`config.mk`:
```
export PLATFORM = sky130hd
export DESIGN_NAME = gshare_history_unit_flat
export DESIGN_NICKNAME = d
export VERILOG_FILES = /design/src/rtl/gshare_history_unit_pkg.sv /design/src/rtl/gshare_history_unit_if.sv /design/src/rtl/gshare_history_unit_ckpt_fifo.sv /design/src/rtl/gshare_history_unit.sv /design/src/flat_wrapper.sv
export SDC_FILE = /design/constraint.sdc
export NUM_CORES = 1
export LEC_CHECK = 0
export ABC_AREA = 1
export ABC_CLOCK_PERIOD_IN_PS = 3600
export CORE_ASPECT_RATIO = 2
export CORE_MARGIN = 5
export CORE_UTILIZATION = 49
export CTS_CLUSTER_DIAMETER = 200
export DETAILED_ROUTE_END_ITERATION = 8
export PLACE_DENSITY = 0.87
export REMOVE_ABC_BUFFERS = 1
export SYNTH_ARGS = -nofsm -noshare
export SYNTH_HDL_FRONTEND = slang
export SYNTH_SLANG_ARGS = --single-unit
```
`constraint.sdc`:
```
create_clock -name clk -period 3.6 [get_ports clk]
set_input_delay 0.72 -clock clk [delete_from_list [all_inputs] [get_ports clk]]
set_output_delay 0.72 -clock clk [all_outputs]
set_load 0.05 [all_outputs]
```
`src/rtl/gshare_history_unit_pkg.sv`:
```
// Shared types and helpers for the gshare history unit.
// Pure functions only; no state, no latency.
// No flow control of its own.
package gshare_pkg;

  // One checkpoint entry is the PHT index plus the predicted direction.
  function automatic int ckpt_width(input int idx_w);
    return idx_w + 1;
  endfunction

  // Fold the history down to the index width. Bit i of the history lands
  // on index bit (i mod idx_w), which XORs consecutive idx_w-bit chunks
  // together with the top chunk implicitly zero-padded. A history no wider
  // than the index comes out zero-extended. Supports ghr_w <= 64, idx_w <= 32.
  function automatic logic [31:0] fold_ghr(input logic [63:0] ghr,
                                           input int ghr_w,
                                           input int idx_w);
    logic [31:0] r;
    r = '0;
    for (int i = 0; i < 64; i++) begin
      if (i < ghr_w) r = r ^ (32'(ghr[6'(i)]) << (i % idx_w));
    end
    return r;
  endfunction

endpackage

```
`src/rtl/gshare_history_unit_if.sv`:
```
// Bundle of fetch, resolve and status signals of the gshare history unit.
// Wires only; no latency.
// Backpressure to fetch is carried by ckpt_full.
interface gshare_history_unit_if #(
  parameter int GHR_W = 8,
  parameter int IDX_W = 4,
  parameter int DEPTH = 4
);
  logic                       fetch_valid;
  logic                       fetch_is_branch;
  logic [31:0]                fetch_pc;
  logic                       pred_taken;
  logic [IDX_W-1:0]           index;
  logic                       ckpt_full;
  logic                       resolve_valid;
  logic                       resolve_taken;
  logic [IDX_W-1:0]           upd_index;
  logic                       mispredict;
  logic                       flush;
  logic [GHR_W-1:0]           spec_ghr;
  logic [GHR_W-1:0]           arch_ghr;
  logic [$clog2(DEPTH):0]     inflight;
  logic                       err_underflow;

  // Pipeline side: fetch, PHT and execute drive the requests.
  modport master (
    output fetch_valid, fetch_is_branch, fetch_pc, pred_taken,
    output resolve_valid, resolve_taken, flush,
    input  index, ckpt_full, upd_index, mispredict,
    input  spec_ghr, arch_ghr, inflight, err_underflow
  );

  // History unit side.
  modport slave (
    input  fetch_valid, fetch_is_branch, fetch_pc, pred_taken,
    input  resolve_valid, resolve_taken, flush,
    output index, ckpt_full, upd_index, mispredict,
    output spec_ghr, arch_ghr, inflight, err_underflow
  );
endinterface

```
`src/rtl/gshare_history_unit_ckpt_fifo.sv`:
```
// Synchronous checkpoint FIFO with clear, full/empty flags and occupancy.
// Write visible at the head one cycle after push; rdata is combinational.
// Caller must not push when full nor pop when empty; clear wins over both.
module ckpt_fifo #(
  parameter int W     = 5,
  parameter int DEPTH = 4
) (
  input  logic                   clk,
  input  logic                   rst_n,
  input  logic                   push,
  input  logic [W-1:0]           wdata,
  input  logic                   pop,
  input  logic                   clear,
  output logic [W-1:0]           rdata,
  output logic                   full,
  output logic                   empty,
  output logic [$clog2(DEPTH):0] count
);
  localparam int PW = $clog2(DEPTH);
  localparam int CW = PW + 1;

  logic [W-1:0]  mem [DEPTH];
  logic [PW-1:0] wr_ptr;
  logic [PW-1:0] rd_ptr;

  assign rdata = mem[rd_ptr];
  assign full  = (count == CW'(DEPTH));
  assign empty = (count == '0);

  // Storage needs no reset; entries are only read once written.
  always_ff @(posedge clk) begin
    if (push && !clear) mem[wr_ptr] <= wdata;
  end

  // Pointers wrap naturally because DEPTH is a power of two.
  always_ff @(posedge clk or negedge rst_n) begin
    if (!rst_n) begin
      wr_ptr <= '0;
      rd_ptr <= '0;
      count  <= '0;
    end else if (clear) begin
      wr_ptr <= '0;
      rd_ptr <= '0;
      count  <= '0;
    end else begin
      if (push) wr_ptr <= wr_ptr + 1'b1;
      if (pop)  rd_ptr <= rd_ptr + 1'b1;
      count <= count + CW'(push) - CW'(pop);
    end
  end
endmodule

```
`src/rtl/gshare_history_unit.sv`:
```
// Gshare speculative/architectural history with per-branch checkpoints.
// index and mispredict are combinational; all state updates on the next edge.
// ckpt_full stalls fetch of new branches; resolve on empty only sets a flag.
module gshare_history_unit
  import gshare_pkg::*;
#(
  parameter int GHR_W  = 8,
  parameter int IDX_W  = 4,
  parameter int PC_LSB = 2,
  parameter int DEPTH  = 4
) (
  input logic                clk,
  input logic                rst_n,
  gshare_history_unit_if.slave hu
);
  localparam int CKW = ckpt_width(IDX_W);

  typedef struct packed {
    logic [IDX_W-1:0] idx;
    logic             taken;
  } ckpt_t;

  logic [GHR_W-1:0]       spec_q;
  logic [GHR_W-1:0]       arch_q;
  logic [GHR_W-1:0]       arch_next;
  logic                   err_q;
  logic [63:0]            ghr_ext;
  logic [IDX_W-1:0]       idx_fold;
  logic [IDX_W-1:0]       index;
  ckpt_t                  wr_ent;
  ckpt_t                  head;
  logic [CKW-1:0]         head_raw;
  logic                   full;
  logic                   empty;
  logic [$clog2(DEPTH):0] count;
  logic                   push;
  logic                   pop;
  logic                   mispredict;
  logic                   clear;

  function automatic logic [GHR_W-1:0] shift_in(input logic [GHR_W-1:0] g,
                                                 input logic b);
    return GHR_W'({g, b});
  endfunction

  // Widen the speculative history so the fold helper sees a fixed width.
  always_comb begin
    ghr_ext              = '0;
    ghr_ext[GHR_W-1:0]   = spec_q;
  end

  assign idx_fold   = IDX_W'(fold_ghr(ghr_ext, GHR_W, IDX_W));
  assign index      = hu.fetch_pc[PC_LSB +: IDX_W] ^ idx_fold;
  assign head       = ckpt_t'(head_raw);

  assign pop        = hu.resolve_valid & ~empty;
  assign mispredict = pop & (hu.resolve_taken != head.taken);
  assign push       = hu.fetch_valid & hu.fetch_is_branch & ~full
                      & ~mispredict & ~hu.flush;
  assign clear      = mispredict | hu.flush;
  assign arch_next  = pop ? shift_in(arch_q, hu.resolve_taken) : arch_q;

  assign wr_ent.idx   = index;
  assign wr_ent.taken = hu.pred_taken;

  ckpt_fifo #(.W(CKW), .DEPTH(DEPTH)) u_fifo (
    .clk   (clk),
    .rst_n (rst_n),
    .push  (push),
    .wdata (wr_ent),
    .pop   (pop),
    .clear (clear),
    .rdata (head_raw),
    .full  (full),
    .empty (empty),
    .count (count)
  );

  // History registers: a clear rewinds speculation to the post-pop commit.
  always_ff @(posedge clk or negedge rst_n) begin
    if (!rst_n) begin
      spec_q <= '0;
      arch_q <= '0;
    end else begin
      arch_q <= arch_next;
      if (clear)     spec_q <= arch_next;
      else if (push) spec_q <= shift_in(spec_q, hu.pred_taken);
    end
  end

  // Sticky underflow flag, cleared only by reset.
  always_ff @(posedge clk or negedge rst_n) begin
    if (!rst_n)                       err_q <= 1'b0;
    else if (hu.resolve_valid && empty) err_q <= 1'b1;
  end

  assign hu.index         = index;
  assign hu.ckpt_full     = full;
  assign hu.upd_index     = head.idx;
  assign hu.mispredict    = mispredict;
  assign hu.spec_ghr      = spec_q;
  assign hu.arch_ghr      = arch_q;
  assign hu.inflight      = count;
  assign hu.err_underflow = err_q;
endmodule

```
`src/flat_wrapper.sv`:
```
// flat-port wrapper written by rule: the top's interface ports become plain ports
module gshare_history_unit_flat import gshare_pkg::*;
#(
  parameter int GHR_W  = 8,
  parameter int IDX_W  = 4,
  parameter int PC_LSB = 2,
  parameter int DEPTH  = 4
)
  (clk, rst_n, hu_fetch_valid, hu_fetch_is_branch, hu_fetch_pc, hu_pred_taken, hu_resolve_valid, hu_resolve_taken, hu_flush, hu_index, hu_ckpt_full, hu_upd_index, hu_mispredict, hu_spec_ghr, hu_arch_ghr, hu_inflight, hu_err_underflow);
  gshare_history_unit_if #(.GHR_W(GHR_W), .IDX_W(IDX_W), .DEPTH(DEPTH)) hu_i ();
  input logic clk;
  input logic rst_n;
  input wire logic [$bits(hu_i.fetch_valid)-1:0] hu_fetch_valid;
  input wire logic [$bits(hu_i.fetch_is_branch)-1:0] hu_fetch_is_branch;
  input wire logic [$bits(hu_i.fetch_pc)-1:0] hu_fetch_pc;
  input wire logic [$bits(hu_i.pred_taken)-1:0] hu_pred_taken;
  input wire logic [$bits(hu_i.resolve_valid)-1:0] hu_resolve_valid;
  input wire logic [$bits(hu_i.resolve_taken)-1:0] hu_resolve_taken;
  input wire logic [$bits(hu_i.flush)-1:0] hu_flush;
  output wire logic [$bits(hu_i.index)-1:0] hu_index;
  output wire logic [$bits(hu_i.ckpt_full)-1:0] hu_ckpt_full;
  output wire logic [$bits(hu_i.upd_index)-1:0] hu_upd_index;
  output wire logic [$bits(hu_i.mispredict)-1:0] hu_mispredict;
  output wire logic [$bits(hu_i.spec_ghr)-1:0] hu_spec_ghr;
  output wire logic [$bits(hu_i.arch_ghr)-1:0] hu_arch_ghr;
  output wire logic [$bits(hu_i.inflight)-1:0] hu_inflight;
  output wire logic [$bits(hu_i.err_underflow)-1:0] hu_err_underflow;
  assign hu_i.fetch_valid = hu_fetch_valid;
  assign hu_i.fetch_is_branch = hu_fetch_is_branch;
  assign hu_i.fetch_pc = hu_fetch_pc;
  assign hu_i.pred_taken = hu_pred_taken;
  assign hu_i.resolve_valid = hu_resolve_valid;
  assign hu_i.resolve_taken = hu_resolve_taken;
  assign hu_i.flush = hu_flush;
  assign hu_index = hu_i.index;
  assign hu_ckpt_full = hu_i.ckpt_full;
  assign hu_upd_index = hu_i.upd_index;
  assign hu_mispredict = hu_i.mispredict;
  assign hu_spec_ghr = hu_i.spec_ghr;
  assign hu_arch_ghr = hu_i.arch_ghr;
  assign hu_inflight = hu_i.inflight;
  assign hu_err_underflow = hu_i.err_underflow;
  gshare_history_unit #(.GHR_W(GHR_W), .IDX_W(IDX_W), .PC_LSB(PC_LSB), .DEPTH(DEPTH)) u_core (.clk(clk), .rst_n(rst_n), .hu(hu_i));
endmodule
```
==> summary.md, run 1 <==
| Metric | Value |
|---|---|
| Die H | 102 microns |
| Crit-path max cell delay | 0.88 ns |
| H-tree depth | 2 |
| Commonest cells after routing, fill and taps aside | 42 x nand2_1, 40 x clkdlybuf4s50_1, 24 x dfrtp_1 |
| Status | completed |
| Peak Freq | 319 MHz |
| Hold_buf cts | 0 |
| Final hold vios | 0 |
| Ys Warns | 0 |
| Pleak | 1.11 nW |
| Vias in the first global route | 1604 |
| Maximum number of buffers from clock root to sink | 2 |
| Worst Hold Class | reg2reg |
| Largest family of logic cells by synthesized area | simple AND/OR/NAND/NOR gates |
| Fin crit share | 87.2% |
| Tmin final | 3.14 ns |
| Antenna-violating nets left | 0 |
| CTS buffer count | 5 |
| Crit Path Max Fanout | 5 |
| CP Data Required Time | 2.88 ns |
| Final instance area | 2630 sq um |
| Initial Util | 50.4% |
| Slew margin rel. | 27.0% |
| Synth Flop Type | dfrtp_1 |
| RSZ-0062 raised after global routing | false |
| Commonest non-fill, non-tap cell in the layout | nand2_1 |
| Post-CTS setup buffers | 0 |
| Fin nets | 294 |
| Worst Path Arrival | 2.42 ns |
| Post-synth EDFFs | 20 |
| Share of cells above drive strength 1 | 9.27% |
| Layout Utilization | 64.3% |
| Design Power | 2.63 mW |
| # DRC | 0 |
| Port Buffers | 41 |
| Distinct cells, synth | 22 |
| Post-route setup TNS | 0 ns |
| Simple-gate share of the synthesized area | 21.9% |
| Grt ovf | 0 |
| DRT Wirelength | 4450 microns |
| Worst vdd ir | 0.634 mV |
| Chip width | 55.8 microns |
| Gr usage total | 16.4% |
| Sequential-to-total area share from yosys stat | 58.3% |
| Clock tree sinks | 44 |
| Wire per inst | 14.8 microns |
| Mapped Cells | 204 |
| Vias | 1605 |
| HPWL reported at the end of detailed placement | 3400 microns |
| Crit-path slowest cell | clkdlybuf4s50_1 |
| Cell Chain, Critical Path | clkdlybuf4s50_1, xnor2_1, clkdlybuf4s50_1 |
| Adder-cell area share of the yosys netlist | 4.62% |
| Post-Syn Area | 2060 sq um |
| Pins Over Slew Limit | 0 |
| Crit. End Element | primary output |
| Final setup viols | 0 |
| Area of the core | 4090 sq um |
| Root Buffer | clkbuf_8 |
| Complex-gate fraction of the synthesized area | 4.31% |
| Critical path's most frequent cell | clkdlybuf4s50_1 |
| Post-synthesis xor/xnor area fraction | 4.25% |
| Mux contribution to synthesized area | 0% |
| Skew final | 0.00502 ns |
| First-pass GRT wire length | 7180 microns |
| Worst skew pair latency | 0.29 ns |
| DIE AREA | 5680 sq um |
| Worst Setup Start Kind | input port |
| Row count | 33 |
| Power per cell area | 1000 nW/um^2 |
| Post-cts resize count | 0 |
| Max-Cap Viols | 0 |
| Largest net degree at the start of global routing | 25 |
| Antenna Cells | 0 |
| Clock Pin Slew Worst Setup and Hold Paths | 0.08 ns |
| Post-synth ARST share | 54.5% |
| Area grow syn2layout | 27.6% |
| Vias per cell | 5.35 |
| CTS tree | built |
| Pre-Repair DR Iteration Count | 4 |
| Top Ports | 70 |
| DR iter-0 viols | 35 |
| Worst slew pin tran | 1.09 ns |
| DP Area | 2510 sq um |
| #FFs+latches synth | 44 |
| Initial antenna violation count | 0 |
| Critical path type | in2out |
| Routability cong. | 0.746 |
| Avg Cell Area, Syn | 10.1 sq um |
==> power by group <==
group / switching [mW] / internal [mW] / leakage (nW)
Clock: 0.170 / 0.209 / 0.0548
Sequential: 0.129 / 0.678 / 0.494
Combinational: 0.970 / 0.474 / 0.558
==> state kept, by name, indices dropped and copies added (netlist names) <==
name and cells:
u_core.u_fifo.mem 20, u_core.hu.arch_ghr 8, u_core.hu.spec_ghr 8, u_core.u_fifo.count 3
u_core.u_fifo.rd_ptr 2, u_core.u_fifo.wr_ptr 2, u_core.hu.err_underflow 1
==> through the flow <==
step | hold slack (ns) | setup slack (ns) | cells
floorplan | 0.424 | 0.469 | 195
global placement | 0.453 | 0.395 | 292
detailed placement | 0.455 | 0.334 | 292
CTS | 0.475 | 0.464 | 300
global route | 0.499 | 0.371 | 300
finish | 0.469 | 0.461 | 300
==> Yosys cell counts, types with 4 or more instances <==
cell type,number,area [sq um]
nand2_1,42,158
dfrtp_1,24,601
edfxtp_1,20,601
nor2_1,19,71.3
nand4_1,18,113
inv_1,15,56.3
nand3_1,14,70.1
o21ai_0,11,55.1
xnor2_1,9,78.8
ha_1,6,75.1
clkbuf_1,4,15.0
inv_2,4,15.0
o22ai_1,4,25.0
==> critical path: cells and delay by family <==
family	cells	cell delay (ns)
xor gates and xnor gates	1	0.38
buffers and inverters	2	1.32
==> cell families after synthesis <==
kind of cell | count (synthesis)
AOI/OAI and AO/OA | 16
buffers and inverters | 29
and+or+nand+nor | 98
DFF | 44
adders and majority gates | 7
xor gates and xnor gates | 10
==> per-layer routing <==
metal | share of wire (%) | track usage (%) | up-vias
met2 | 60 | 33.0 | 42
met4 | 2.9 | 9.14 | 0
li1 | - | - | 775
met3 | 3.6 | 3.06 | 12
met5 | 0 | 0 | -
met1 | 34 | 14.8 | 776
==> area by class of cell <==
class	count	area [sq um]
clock buffer	5	68.8
inverter	20	75.1
timing repair buffer	45	450
sequential	44	1200
multi-input combinational	131	722
tap	52	65.1
clock inverter	3	46.3
fill	326	1460
==> final timing paths <==
kind / start / endpoint / slack (ns) / cells past startpoint
max reg2reg: u_core.u_fifo.rd_ptr[0] / u_core.u_fifo.count[2] / 0.72 / 16
min reg2reg: u_core.hu.err_underflow / u_core.hu.err_underflow / 0.47 / 1
min in group asynchronous: rst_n / u_core.hu.err_underflow / 1.00 / 1
max: hu_fetch_pc[5] / hu_index[3] / 0.46 / 3
max in group asynchronous: rst_n / u_core.u_fifo.rd_ptr[0] / 1.93 / 1
min: u_core.hu.err_underflow / u_core.hu.err_underflow / 0.47 / 1
No activity file was read; power rests on OpenSTA's default activity.
==> inputs of run 2 (changes only) <==
--- a/config.mk
+++ b/config.mk
@@ -12,6 +12,7 @@
 export CORE_UTILIZATION = 49
 export CTS_CLUSTER_DIAMETER = 200
 export DETAILED_ROUTE_END_ITERATION = 8
+export GPL_TIMING_DRIVEN = 0
 export PLACE_DENSITY = 0.87
 export REMOVE_ABC_BUFFERS = 1
 export SYNTH_ARGS = -nofsm -noshare
==> run 2 against run 1 <==
Final cell count fell by 1.3%; non-clock buffer count fell by 4; largest cell class unchanged; routed wire length fell by 2.9%; critical path depth rose by 3; clock-buffer cell count rose by 1.
==> summary.md, run 2 (synthesized netlist as in run 1, its figures left out) <==
| Metric | Value |
|---|---|
| Root Buffer | clkbuf_8 |
| Gr usage total | 15.8% |
| Initial antenna violation count | 0 |
| Filler Cell Count | 318 |
| DIE AREA | 5680 sq um |
| Worst Setup Start Kind | input port |
| Tmin final | 3.34 ns |
| Fin nets | 290 |
| Crit-path max cell delay | 0.53 ns |
| DRT Wirelength | 4320 microns |
| Die H | 102 microns |
| Post-route setup TNS | 0 ns |
| Worst Path Arrival | 2.62 ns |
| Pins Over Slew Limit | 0 |
| Pleak | 1.07 nW |
| Wire per inst | 14.6 microns |
| Most flops, register | u_core.u_fifo.mem |
| Routability cong. | 0.776 |
| Vias | 1567 |
| Fin crit share | 92.8% |
| Worst slack at placement | -0.288 ns |
| Antenna Cells | 0 |
| Area grow syn2layout | 24.5% |
| Worst vdd ir | 0.602 mV |
| Largest register FFs | 20 |
| HPWL reported at the end of detailed placement | 3340 microns |
| CP Data Required Time | 2.88 ns |
| Maximum number of buffers from clock root to sink | 2 |
| Peak Freq | 299 MHz |
| Setup ws final | 0.259 ns |
| First-pass GRT wire length | 6960 microns |
| DR iter-0 viols | 16 |
| Clock Pin Slew Worst Setup and Hold Paths | 0.07 ns |
| Row count | 33 |
| Worst skew pair latency | 0.29 ns |
| DP Area | 2470 sq um |
| Power per cell area | 976 nW/um^2 |
| Final setup viols | 0 |
| Critical path type | in2out |
| Hold_buf cts | 0 |
| Commonest cells after routing, fill and taps aside | 42 x nand2_1, 40 x clkdlybuf4s50_1, 24 x dfrtp_1 |
| Port Buffers | 41 |
| Chip width | 55.8 microns |
| Crit-path slowest cell | dlygate4sd2_1 |
| Layout Utilization | 62.7% |
| Area of the core | 4090 sq um |
| Slew margin rel. | 26.9% |
| Delay-heaviest family, CP | buffers and inverters |
| Status | completed |
| Final instance area | 2560 sq um |
| Skew final | 0.00287 ns |
| Max-Cap Viols | 0 |
| Commonest non-fill, non-tap cell in the layout | nand2_1 |
| Grt ovf | 0 |
| Vias in the first global route | 1524 |
| Clock tree sinks | 44 |
| Top Ports | 70 |
| # DRC | 0 |
| Largest net degree at the start of global routing | 25 |
| CTS buffer count | 5 |
| Vias per cell | 5.29 |
| Hold WS | 0.475 ns |
| Initial Util | 50.4% |
| Cell Chain, Critical Path | clkdlybuf4s50_1, nand2_1, inv_2, nand3_4, inv_1, dlygate4sd2_1 |
| Post-CTS setup buffers | 0 |
| RSZ-0062 raised after global routing | false |
| CTS tree | built |
| Crit. End Element | primary output |
| Crit Path Max Fanout | 20 |
| Worst slew pin tran | 1.09 ns |
| Worst Hold Class | reg2reg |
| Final hold vios | 0 |
| Share of cells above drive strength 1 | 6.15% |
| Pre-Repair DR Iteration Count | 4 |
| Worst path bufs/invs | 4 |
| H-tree depth | 2 |
| Antenna-violating nets left | 0 |
==> run 2: changes by cell type in the layout (fill, tap and decap cells not counted) <==
cell           delta
buf_12            -1
buf_4             -4
bufinv_16         -1
clkbuf_1          +1
clkinv_1          +2
clkinvlp_4        -1
dlygate4sd2_1     +1
inv_6             -1
nand2_2           -1
nand2_4           +1
nand3_2           -1
nand3_4           +1
==> run 2: worst reg2reg max path, delay by kind of cell (launching register included) <==
family / cells / cell delay, ns
and+or+nand+nor: 7 / 1.12
adders and majority gates: 3 / 0.81
DFF: 1 / 0.45
buffers and inverters: 4 / 0.44
xor gates and xnor gates: 1 / 0.17
==> run 2: layout make-up <==
| cell class | instances | area [sq um] | area share, % |
|---|---|---|---|
| clock inverters | 2 | 7.51 | 0.293 |
| multi-input cells | 131 | 734 | 28.6 |
| repair buffers | 41 | 409 | 16.0 |
| well taps | 52 | 65.1 | 2.54 |
| clock buffers | 6 | 72.6 | 2.83 |
| inverters | 20 | 75.1 | 2.93 |
| flip-flops and latches | 44 | 1200 | 46.8 |
==> run 2: power breakdown <==
| part | internal (mW) | switching (mW) | total (mW) |
|---|---|---|---|
| clock | 0.132 | 0.154 | 0.287 |
| sequential | 0.678 | 0.126 | 0.804 |
| combinational | 0.451 | 0.963 | 1.41 |
==> run 2: routing by layer <==
metal	GRT usage, %	routed length [microns]	share of wire (%)	vias up
li1	-	-	-	766
met1	14.7	1540	36	751
met2	32.4	2510	58	39
met3	2.04	152	3.5	11
met4	8.23	118	2.7	0
met5	0	0	0	-
==> run 2: worst paths after layout <==
path                                    startpoint                       to  slack, ns  cells after the start
min in group asynchronous                    rst_n  u_core.hu.err_underflow       1.01                      1
max in group asynchronous                    rst_n    u_core.hu.arch_ghr[4]       1.93                      1
max                               hu_resolve_valid            hu_mispredict       0.26                      6
max reg2reg                 u_core.u_fifo.count[1]   u_core.u_fifo.count[2]       0.51                     15
min reg2reg                u_core.hu.err_underflow  u_core.hu.err_underflow       0.47                      1
min                        u_core.hu.err_underflow  u_core.hu.err_underflow       0.47                      1
==> run 2: per-stage QoR <==
stage	cells	power, mW
2_1_floorplan	195	1.76
3_3_place_gp	288	2.20
3_5_place_dp	288	2.23
4_1_cts	296	2.51
5_1_grt	296	2.64
6_report	296	2.50
==> run 2: timing repair <==
item | CTS | global route
gates resized for setup | 1 | 2
pin swaps | 0 | 0
setup endpoints to repair | 1 | 3
